<file path="config.mk">
export PLATFORM = sky130hd
export DESIGN_NAME = smm_tile_accum
export DESIGN_NICKNAME = d
export VERILOG_FILES = /design/src/rtl/smm_tile_accum.sv
export SDC_FILE = /design/constraint.sdc
export NUM_CORES = 1
export LEC_CHECK = 0
export ABC_AREA = 1
export BUFFER_PORTS_ARGS = -buffer_cell sky130_fd_sc_hd__buf_2
export CORE_MARGIN = 5
export CORE_UTILIZATION = 45
export DETAILED_ROUTE_END_ITERATION = 10
export PLACE_DENSITY = 0.66
export SLEW_MARGIN = 20
export SYNTH_ARGS = -nofsm -noshare
export SYNTH_HDL_FRONTEND = slang
export SYNTH_SLANG_ARGS = --single-unit
</file>
<file path="constraint.sdc">
create_clock -name clk -period 3.69 [get_ports clk]
set_input_delay 0.738 -clock clk [delete_from_list [all_inputs] [get_ports clk]]
set_output_delay 0.738 -clock clk [all_outputs]
set_load 0.1 [all_outputs]
</file>
<file path="src/rtl/smm_tile_accum.sv">
// Sums KDEPTH consecutive 4-lane 2x2 block products into one output tile,
// flagging any signed lane overflow seen while the tile was built.
module smm_tile_accum #(
   parameter int DATAWIDTH = 32,
   parameter int BUSWIDTH  = 4*DATAWIDTH,
   parameter int KDEPTH    = 2,
   parameter int CNTWIDTH  = 16
) (
   input  logic                clk,
   input  logic                rst,
   input  logic [BUSWIDTH-1:0] in_data,
   input  logic                in_valid,
   output logic                in_ready,
   output logic [BUSWIDTH-1:0] out_data,
   output logic                out_ovf,
   output logic                out_valid,
   input  logic                out_ready,
   output logic [CNTWIDTH-1:0] tile_cnt,
   output logic                busy
);

   localparam int BCW = (KDEPTH > 1) ? $clog2(KDEPTH) : 1;
   localparam logic [BCW-1:0] LAST_BEAT = BCW'(KDEPTH-1);

   localparam logic [0:0] IDLE  = 1'b0;
   localparam logic [0:0] ACCUM = 1'b1;

   logic [BCW-1:0]      beat_cnt_q, beat_cnt_d;
   logic [BUSWIDTH-1:0] acc_q, acc_d;
   logic                ovf_acc_q, ovf_acc_d;
   logic [BUSWIDTH-1:0] out_data_q, out_data_d;
   logic                out_ovf_q, out_ovf_d;
   logic                out_valid_q, out_valid_d;
   logic [CNTWIDTH-1:0] tile_cnt_q, tile_cnt_d;

   logic [0:0]          state;
   logic                last_beat;
   logic                accept;
   logic [BUSWIDTH-1:0] sum;
   logic                ovf_this;
   logic [DATAWIDTH-1:0] lane_a [4];
   logic [DATAWIDTH-1:0] lane_b [4];
   logic [DATAWIDTH-1:0] lane_s [4];
   logic [3:0]          lane_ovf;

   assign state     = (beat_cnt_q != '0) ? ACCUM : IDLE;
   assign last_beat = (beat_cnt_q == LAST_BEAT);
   assign in_ready  = !rst && (!last_beat || !out_valid_q || out_ready);
   assign accept    = in_valid && in_ready;

   // The first beat of a tile adds to zero, so it can never flag overflow.
   always_comb begin
      lane_a   = '{default: '0};
      lane_b   = '{default: '0};
      lane_s   = '{default: '0};
      lane_ovf = '0;
      sum      = '0;
      for (int i = 0; i < 4; i++) begin
         lane_a[i]   = (state == ACCUM) ? acc_q[DATAWIDTH*i +: DATAWIDTH] : '0;
         lane_b[i]   = in_data[DATAWIDTH*i +: DATAWIDTH];
         lane_s[i]   = lane_a[i] + lane_b[i];
         lane_ovf[i] = (lane_a[i][DATAWIDTH-1] == lane_b[i][DATAWIDTH-1]) &&
                       (lane_s[i][DATAWIDTH-1] != lane_a[i][DATAWIDTH-1]);
         sum[DATAWIDTH*i +: DATAWIDTH] = lane_s[i];
      end
   end

   assign ovf_this = |lane_ovf;

   // A final beat landing while the output drains overwrites it and keeps out_valid high.
   always_comb begin
      beat_cnt_d  = beat_cnt_q;
      acc_d       = acc_q;
      ovf_acc_d   = ovf_acc_q;
      out_data_d  = out_data_q;
      out_ovf_d   = out_ovf_q;
      out_valid_d = out_valid_q;
      tile_cnt_d  = tile_cnt_q;

      if (out_valid_q && out_ready) begin
         out_valid_d = 1'b0;
      end

      if (accept) begin
         if (last_beat) begin
            out_data_d  = sum;
            out_ovf_d   = ovf_acc_q | ovf_this;
            out_valid_d = 1'b1;
            acc_d       = '0;
            ovf_acc_d   = 1'b0;
            beat_cnt_d  = '0;
            tile_cnt_d  = tile_cnt_q + CNTWIDTH'(1);
         end else begin
            acc_d       = sum;
            ovf_acc_d   = ovf_acc_q | ovf_this;
            beat_cnt_d  = beat_cnt_q + BCW'(1);
         end
      end
   end

   always_ff @(posedge clk) begin
      if (rst) begin
         beat_cnt_q  <= '0;
         acc_q       <= '0;
         ovf_acc_q   <= 1'b0;
         out_data_q  <= '0;
         out_ovf_q   <= 1'b0;
         out_valid_q <= 1'b0;
         tile_cnt_q  <= '0;
      end else begin
         beat_cnt_q  <= beat_cnt_d;
         acc_q       <= acc_d;
         ovf_acc_q   <= ovf_acc_d;
         out_data_q  <= out_data_d;
         out_ovf_q   <= out_ovf_d;
         out_valid_q <= out_valid_d;
         tile_cnt_q  <= tile_cnt_d;
      end
   end

   assign out_data  = out_data_q;
   assign out_ovf   = out_ovf_q;
   assign out_valid = out_valid_q;
   assign tile_cnt  = tile_cnt_q;
   assign busy      = (state == ACCUM);

endmodule

</file>
==> run_results.csv, run 1 <==
group,metric,value,unit
clock_tree,path_clk_slew,0.06,ns
logic_synthesis,syn_inst,2636,
sta,fmax,0.321,GHz
global_routing,grtUsageMet1,34.6,%
floorplanning,initial_utilization,45.6,%
layout,drive_gt1_share,13.5,%
drt,dr.pass1.iters,6,
clock_tree,cts_hold_buf,0,
clock_tree,clockBufferDepth,3,
clock_tree,htreeDepth,2,
logic_synthesis,yosysWarnings,0,
floorplanning,die-width,208,µm
logic_synthesis,syn_area_per_cell,6.69,µm²
critical_path,worstPathMaxFanout,34,
logic_synthesis,synth_cell_types,49,
logic_synthesis,synth_top_area_share,31.3,%
drt,wl_per_cell,16.6,µm
clock_tree,post_cts_buffers,0,
clock_tree,cts_made_buffers,35,
global_routing,grt_max_degree,141,
critical_path,crit_required,4.15,ns
logic_synthesis,yosys_most_used_dff,"dfxtp_1",
layout,fillers,3944,
critical_path,r2r_start,"beat_cnt_q",
floorplanning,die_y,208,µm
sta,hold_viol,0,
clock_tree,clk_latency,0.55,ns
sta,whs,0.446,ns
sta,fin_crit,3.12,ns
layout,syn2layout_area_growth,17.5,%
logic_synthesis,seq_area_frac_synth,31.3,%
global_routing,grt_pass1_vias,17100,
floorplanning,std_cell_rows,72,
drt,antenna_left,0,
logic_synthesis,ys_seq_elements,276,
floorplanning,coreArea,0.0387,mm²
hold_path,min_from,"out_data[25]",
power_and_ir_drop,power_density,418,mW/mm²
place,dp_cells,3358,
critical_path,start_kind,"register",
clock_tree,cts_tree,"yes",
logic_synthesis,synth_area,0.0176,mm²
logic_synthesis,synth_largest_area_cell,"dfxtp_1",
drt,drt_iter0_drc,1020,
sta,fin_skew,0.0146,ns
layout,design_area,0.0207,mm²
logic_synthesis,synth_area_leaders,"dfxtp_1 31%, nand2_1 18%, ha_1 8.9%, a21oi_1 7.9%, inv_1 6.8%",
place,routabilityCongestion,0.958,
logic_synthesis,synth_nets,2897,
critical_path,crit_arrival,3.58,ns
place,place_area,0.0194,mm²
global_routing,grt.busiest_layer,"met2",
critical_path,crit_type,"reg -> reg",
drt,vias,17900,
place,io_buffers,279,
layout,num_antenna_cells,0,
power_and_ir_drop,leakage,11.0,nW
global_routing,grt_use_met3,4.55,%
sta,drv_slew,0,
flow_run,maxCapViolCount,0,
critical_path,endpoint_kind,"register",
drt,drt-total-wl,56600,µm
logic_synthesis,synth_most_common_cell,"nand2_1",
power_and_ir_drop,peakVddDrop,380,µV
floorplanning,dieArea,0.0433,mm²
sta,post-route-period-util,84.4,%
drt,vias_per_cell,5.22,
clock_tree,ctsResizeCount,0,
logic_synthesis,async_flop_share,0,%
global_routing,grt_pass1_wl,89900,µm
critical_path,startpoint,"beat_cnt_q",
sta,rsz0062_at_grt,"no",
global_routing,grt_util_met2,40.2,%
place,dp_slack,0.605,ns
hold_path,holdCritPathClass,"reg -> reg",
sta,slew_headroom,49.6,%
logic_synthesis,synth_enable_flop_cells,0,
floorplanning,ios,280,
run_status,status,"finished, final reports clean",
clock_tree,cts_sinks,276,
place,dp.final_hpwl,42400,µm
global_routing,grt.total_usage,25.0,%
global_routing,grt.overflow.total,0,
power_and_ir_drop,power,8.67,mW
sta,setup_viol,0,
logic_synthesis,yosys-top-cells-count,"844 x nand2_1, 321 x inv_1, 280 x a21oi_1",
sta,setup_slack,0.574,ns
layout,fin_nets,3138,
layout,final_core_util,53.5,%
clock_tree,cts_root_buf,"clkbuf_16",
global_routing,antenna_found_initial,1,
sta,worst_slew_pin_slew,0.755,ns
sta,tns,0,ns
layout,final-instance-count-excl-fill,3420,
drt,drc_errors,0,
sequential cells by signal, indices dropped and copies added (netlist names):
signal	flops
out_valid	1
tile_cnt	16
ovf_acc_q	1
acc_q	128
beat_cnt_q	1
out_data	128
out_ovf	1
per-layer routing:
metal  up-vias  share of wire, %
met5         -             0.023
met4         2               2.5
met3        82               6.6
met2       508                45
met1      8198                46
li1       9070                 -
where the power goes:
group / internal [mW] / switching (mW)
Clock: 2.46 / 1.34
Combinational: 0.417 / 1.26
Sequential: 3.12 / 0.0806
worst max-delay path, cell delays in order, from the launching register on:
cell	delay, ns
dfxtp_4	0.52
buf_12	0.24
nand2_1	0.08
inv_1	0.06
ha_1	0.18
inv_1	0.07
fa_1	0.43
o21ai_1	0.32
a21oi_1	0.21
o21ai_2	0.31
a21oi_1	0.13
xnor2_1	0.22
nand2_1	0.08
a21oi_1	0.14
cell families (layout without fill, tap and decap cells):
family          Yosys count  after routing  synth area share, %
simple gates           1244           1244                 29.1
flops                   276            276                 31.3
buf+inv                 412            678                 9.40
fa+ha+maj               129            129                 9.32
compound gates          498            498                 17.0
xor+xnor                 77             77                 3.82
final cells by class:
type                       count  area (µm²)  area share, %
clock buffer                  51        1050           5.06
clock inverter                11         233           1.12
inverter                     323        1220           5.87
multi-input combinational   1948       10500           50.5
sequential                   276        5530           26.7
tap                          518         648           3.13
timing repair buffer         293        1590           7.68
final timing paths:
check	slack [ns]	endpoint	depth (start not counted)
max reg2reg	0.57	acc_q[82]	13
min	0.45	out_data[25]	2
min reg2reg	0.45	out_data[25]	2
max	0.57	acc_q[82]	13
cell usage in the layout (no fill, tap or decap), types with 8 or more instances in the layout:
cell,instances
o21ai_1,8
nor2_1,148
nand2_1,844
ha_1,125
o21bai_1,14
buf_4,8
a21o_1,14
clkbuf_16,37
or2_2,18
nor3_1,22
a21oi_1,280
nand3_1,150
xnor2_1,31
xor2_1,46
a21boi_0,8
nand3b_1,15
o21ai_0,59
a22o_1,74
nand4_1,17
dfxtp_1,275
inv_1,321
buf_2,278
Note: power is estimated with default switching activity, not from simulation.
==> run 2, diff against run 1 <==
Settings changed: ABC_AREA 1 to 0.
Clock period 3.69 ns to 3.1 ns, I/O delays scaled along.
==> run_results.csv, run 2 <==
group,metric,value,unit
logic_synthesis,synth_largest_area_cell,"dfxtp_1",
logic_synthesis,synth_mux_area_share,0.433,%
logic_synthesis,synth_top_family_by_area,"simple AND/OR/NAND/NOR gates",
layout,final_common_cell,"buf_2",
power_and_ir_drop,peakVddDrop,361,µV
sta,rsz0062_at_grt,"yes",
logic_synthesis,synth_area_leaders,"dfxtp_1 34%, ha_1 9.5%, nand2_1 5.9%, a21oi_1 5.0%, and2_1 4.9%",
logic_synthesis,syn_area_per_cell,7.97,µm²
logic_synthesis,synth_enable_flop_cells,0,
clock_tree,path_clk_slew,0.06,ns
critical_path,crit_required,3.53,ns
power_and_ir_drop,power_density,464,mW/mm²
sta,hold_viol,0,
logic_synthesis,synth_area,0.0165,mm²
logic_synthesis,synth-compound-area-share,22.9,%
critical_path,startpoint,"beat_cnt_q",
run_status,status,"finished with violations",
drt,drt_iter0_drc,884,
clock_tree,clk_latency,0.54,ns
place,routabilityCongestion,0.926,
logic_synthesis,yosys_most_used_dff,"dfxtp_1",
drt,vias,16600,
critical_path,worst_path_most_repeated_cell,"buf_4",
floorplanning,die_y,201,µm
critical_path,crit_arrival,3.61,ns
logic_synthesis,syn_inst,2065,
global_routing,grt.overflow.total,0,
logic_synthesis,yosysWarnings,0,
clock_tree,cts_hold_buf,0,
drt,antenna_left,0,
global_routing,grt_max_degree,91,
global_routing,grt.total_usage,25.0,%
critical_path,crit_chain,"buf_4 -> buf_16 -> buf_12 -> and2_1 -> ha_2 -> and4_1 -> a221oi_2 -> o211ai_1 -> buf_4 -> a31oi_4 -> o21ai_2 -> xor2_1 -> buf_4 -> buf_4 -> a22o_1",
logic_synthesis,synth_cell_types,73,
logic_synthesis,synth_xor_area_share,6.20,%
drt,drc_errors,0,
sta,drv_slew,0,
clock_tree,cts_root_buf,"clkbuf_16",
sta,fmax,0.315,GHz
clock_tree,cts_sinks,276,
floorplanning,std_cell_rows,70,
logic_synthesis,async_flop_share,0,%
floorplanning,ios,280,
hold_path,min_from,"in_data[63]",
layout,fillers,3210,
logic_synthesis,synth_nets,2326,
logic_synthesis,seq_area_frac_synth,33.6,%
hold_path,holdCritPathClass,"in -> reg",
critical_path,crit_type,"reg -> reg",
global_routing,grt_pass1_wl,84100,µm
place,dp.final_hpwl,37100,µm
logic_synthesis,synth_adder_area_share,9.99,%
clock_tree,cts_made_buffers,34,
critical_path,endpoint_kind,"register",
critical_path,start_kind,"register",
drt,dr.pass1.iters,5,
sta,setup_viol,6,
flow_run,maxCapViolCount,0,
layout,final-instance-count-excl-fill,2981,
sta,fin_skew,0.0125,ns
place,dp_slack,-0.195,ns
power_and_ir_drop,leakage,10.6,nW
layout,syn2layout_area_growth,36.3,%
clock_tree,cts_tree,"yes",
critical_path,slowest_delay,0.43,ns
floorplanning,coreArea,0.0363,mm²
clock_tree,clockBufferDepth,3,
sta,fin_crit,3.18,ns
logic_synthesis,ys_seq_elements,276,
layout,drive_gt1_share,30.5,%
global_routing,grt_pass1_vias,16200,
logic_synthesis,synth-simple-area-share,23.4,%
critical_path,crit_path_top_delay_cell,"dfxtp_4",
floorplanning,initial_utilization,45.3,%
sta,post-route-period-util,103,%
floorplanning,die-width,201,µm
drt,drt-total-wl,54500,µm
sta,slew_headroom,49.3,%
sta,worst_slew_pin_slew,0.759,ns
logic_synthesis,synth_top_area_share,33.6,%
clock_tree,htreeDepth,2,
place,dp_cells,2870,
layout,layout_common_cells,"278 x buf_2, 275 x dfxtp_1, 252 x nand2_1",
floorplanning,dieArea,0.0405,mm²
logic_synthesis,synth_most_common_cell,"dfxtp_1",
drt,vias_per_cell,5.57,
global_routing,antenna_found_initial,9,
place,io_buffers,279,
layout,fin_nets,2745,
sta,setup_slack,-0.0778,ns
logic_synthesis,yosys-top-cells-count,"276 x dfxtp_1, 257 x nand2_1, 164 x a21oi_1",
drt,wl_per_cell,18.3,µm
critical_path,r2r_start,"beat_cnt_q",
sta,whs,0.416,ns
run_status,violations,"negative setup slack",
critical_path,worstPathMaxFanout,11,
## run 2: worst paths after layout
path                                   end  slack, ns  cells past startpoint
worst max register to register  acc_q[127]      -0.08                     15
worst min-delay path             acc_q[63]       0.42                      3
worst max-delay path            acc_q[127]      -0.08                     15
worst min register to register   acc_q[58]       0.44                      2
## run 2: layout make-up
cell class / count / area, µm² / area share, %
Multi-Input combinational cell: 1637 / 11700 / 52.3
Sequential cell: 276 / 5530 / 24.6
Timing Repair Buffer: 494 / 3310 / 14.8
Clock buffer: 51 / 1030 / 4.58
Tap cell: 468 / 586 / 2.61
Inverter: 41 / 156 / 0.697
Clock inverter: 10 / 83.8 / 0.374
Antenna cell: 4 / 10.0 / 0.0446
## run 2: metrics by stage
step	TNS [ns]	util, %	power [mW]	area (µm²)
3_5_place_dp	-2.84	54.0	6.20	19600
5_1_grt	-4.42	61.7	10.9	22400
2_1_floorplan	-29.17	-	5.54	16700
3_3_place_gp	-1.61	54.0	6.17	19600
4_1_cts	-0.0569	58.3	10.3	21200
6_report	-0.153	61.7	10.4	22400
## run 2: worst max-delay path: cells and delay by family (launching register included)
kind / cells / cell delay [ns]
compound gates: 5 / 0.93
xor+xnor: 1 / 0.17
fa+ha+maj: 1 / 0.32
buf+inv: 6 / 0.89
flops: 1 / 0.43
simple gates: 2 / 0.34
## run 2: what timing repair did
action | in CTS | in global routing
buffers inserted | 15 | 28
pin swaps | 30 | 98
cloned | 2 | 1
setup endpoints to repair | 18 | 92
gates resized for setup | 52 | 182
## run 2: kinds of logic after synthesis
family                   Yosys count
AND/OR/NAND/NOR                  808
XOR/XNOR                         115
AO/OA/AOI/OAI                    578
adder cells (fa/ha/maj)          129
buffers and inverters            152
multiplexers                       7
flip-flops                       276
## run 2: metal layers
metal	vias up	part of all wire (%)	track usage (%)
met4	12	2.7	7.54
li1	8184	-	-
met3	100	6.2	5.51
met5	-	0.092	0
met2	445	47	42.0
met1	7878	44	32.2
## run 2: power breakdown
part           leakage [nW]  switching, mW  internal (mW)
combinational          7.78           1.68          0.856
clock                 0.545           1.64           2.38
sequential             2.25          0.105           3.75
==> run 3, diff against run 2 <==
--- a/config.mk
+++ b/config.mk
@@ -11,5 +11,5 @@
 export CORE_UTILIZATION = 45
 export DETAILED_ROUTE_END_ITERATION = 10
-export PLACE_DENSITY = 0.66
+export PLACE_DENSITY = 0.69
 export SLEW_MARGIN = 20
 export SYNTH_ARGS = -nofsm -noshare
==> constraint.sdc (replaced) <==
create_clock -name clk -period 2.9 [get_ports clk]
set_input_delay 0.87 -clock clk [delete_from_list [all_inputs] [get_ports clk]]
set_output_delay 0.87 -clock clk [all_outputs]
set_load 0.1 [all_outputs]
==> run_results.csv, run 3 (synthesis results as in run 2) <==
group,metric,value,unit
sta,slew_headroom,39.0,%
floorplanning,dieArea,0.0405,mm²
sta,fin_crit,3.18,ns
sta,hold_viol,0,
critical_path,crit_type,"reg -> reg",
critical_path,worstPathMaxFanout,8,
floorplanning,initial_utilization,45.3,%
critical_path,crit_required,3.33,ns
sta,fmax,0.315,GHz
place,dp_cells,3030,
flow_run,maxCapViolCount,0,
sta,rsz0062_at_grt,"yes",
sta,fin_skew,0.0103,ns
drt,drt-total-wl,56800,µm
clock_tree,cts_sinks,276,
global_routing,grt.overflow.total,0,
place,routabilityCongestion,0.959,
place,io_buffers,279,
critical_path,crit_path_top_delay_cell,"dfxtp_4",
layout,final_core_util,66.5,%
layout,final_common_cell,"buf_4",
sta,setup_slack,-0.277,ns
sta,whs,0.446,ns
clock_tree,clk_latency,0.55,ns
critical_path,crit_buf_inv,4,
layout,fin_nets,2916,
sta,drv_slew,0,
critical_path,slowest_delay,0.45,ns
clock_tree,clockBufferDepth,3,
global_routing,grt_pass1_wl,87600,µm
clock_tree,htreeDepth,2,
layout,final-instance-count-excl-fill,3152,
global_routing,antenna_found_initial,9,
place,dp.final_hpwl,38600,µm
hold_path,holdCritPathClass,"reg -> reg",
floorplanning,die-width,201,µm
layout,syn2layout_area_growth,46.7,%
drt,drc_errors,0,
drt,drt_iter0_drc,875,
power_and_ir_drop,power,11.3,mW
run_status,status,"finished with violations",
power_and_ir_drop,power_density,467,mW/mm²
clock_tree,cts_tree,"yes",
drt,antenna_left,0,
floorplanning,std_cell_rows,70,
critical_path,crit_chain,"buf_6 -> buf_12 -> and2_4 -> ha_4 -> buf_4 -> and4_1 -> a221oi_2 -> o211ai_1 -> buf_4 -> a21oi_4 -> o21ai_2 -> a221oi_2 -> xor2_1 -> o21ai_1",
layout,drive_gt1_share,36.9,%
drt,dr.pass1.iters,5,
drt,vias,17500,
layout,layout_common_cells,"352 x buf_4, 276 x buf_2, 275 x dfxtp_1",
floorplanning,ios,280,
global_routing,grt_max_degree,84,
floorplanning,coreArea,0.0363,mm²
clock_tree,path_clk_slew,0.06,ns
floorplanning,die_y,201,µm
critical_path,crit_arrival,3.61,ns
power_and_ir_drop,peakVddDrop,460,µV
critical_path,endpoint_kind,"register",
sta,worst_slew_pin_slew,0.916,ns
clock_tree,cts_hold_buf,0,
sta,setup_viol,69,
critical_path,cp_top_family,"compound AO/OA/AOI/OAI gates",
drt,wl_per_cell,18.0,µm
global_routing,grt.total_usage,25.8,%
global_routing,grt_pass1_vias,17400,
clock_tree,cts_root_buf,"clkbuf_16",
sta,post-route-period-util,110,%
run_status,violations,"negative setup slack",
power_and_ir_drop,leakage,11.5,nW
drt,vias_per_cell,5.55,
clock_tree,cts_made_buffers,34,
critical_path,start_kind,"register",
[run 3: changes by cell type in the layout (fill, tap and decap cells not counted), sizes merged]
cell,delta
clkinv,-1
bufbuf,+1
clkbuf,-2
buf,+170
inv,+1
clkinvlp,+2
[run 3: power by group]
part / switching [mW] / internal, mW / total, mW
Clock: 1.73 / 2.52 / 4.25
Combinational: 1.86 / 1.04 / 2.90
Sequential: 0.114 / 4.01 / 4.12
Total: 3.70 / 7.57 / 11.3
[run 3: layout make-up]
class	count	area, µm²
multi-input combinational	1637	12200
sequential	276	5530
tap	468	586
timing repair buffer	665	4610
clock inverter	12	98.8
clock buffer	49	1010
fill	2900	12200
antenna	4	10.0
inverter	41	156
[run 3: worst paths after layout]
check / startpoint / end / slack, ns / cells after the start
hold / removal: acc_q[27] / acc_q[27] / 0.45 / 2
setup / recovery: beat_cnt_q / out_data[125] / -0.28 / 14
setup reg to reg: beat_cnt_q / out_data[125] / -0.28 / 14
hold reg to reg: acc_q[27] / acc_q[27] / 0.45 / 2
[run 3: through the flow]
step           instance area [µm²]  TNS, ns  worst slack, ns
2_1_floorplan                16700   -89.82           -0.606
3_3_place_gp                 20900   -41.86           -0.594
3_5_place_dp                 20900   -46.47           -0.632
4_1_cts                      23200    -4.21           -0.178
5_1_grt                      24200   -16.76           -0.352
6_report                     24200    -6.08           -0.277
[run 3: per-layer routing]
layer	up-vias	wire [µm]	track usage [%]	share of wire [%]
met5	-	81	0	0.14
met4	12	1700	9.11	3.0
met3	119	3500	4.98	6.2
met2	525	27500	44.9	48
met1	8327	24000	31.9	42
li1	8513	-	-	-
[run 3: worst reg2reg max path, stage by stage (launching register included)]
cell      delay (ns)
dfxtp_4         0.45
buf_6           0.16
buf_12          0.13
and2_4          0.15
ha_4            0.20
buf_4           0.13
and4_1          0.20
a221oi_2        0.36
o211ai_1        0.22
buf_4           0.19
a21oi_4         0.16
o21ai_2         0.11
a221oi_2        0.31
xor2_1          0.21
o21ai_1         0.09
[run 3: repair_timing]
action | in CTS | in global routing
endpoints found under the setup margin | 122 | 134
setup buffers | 33 | 23
pin swaps | 57 | 126
cloned | 1 | 1
gates resized for setup | 161 | 156
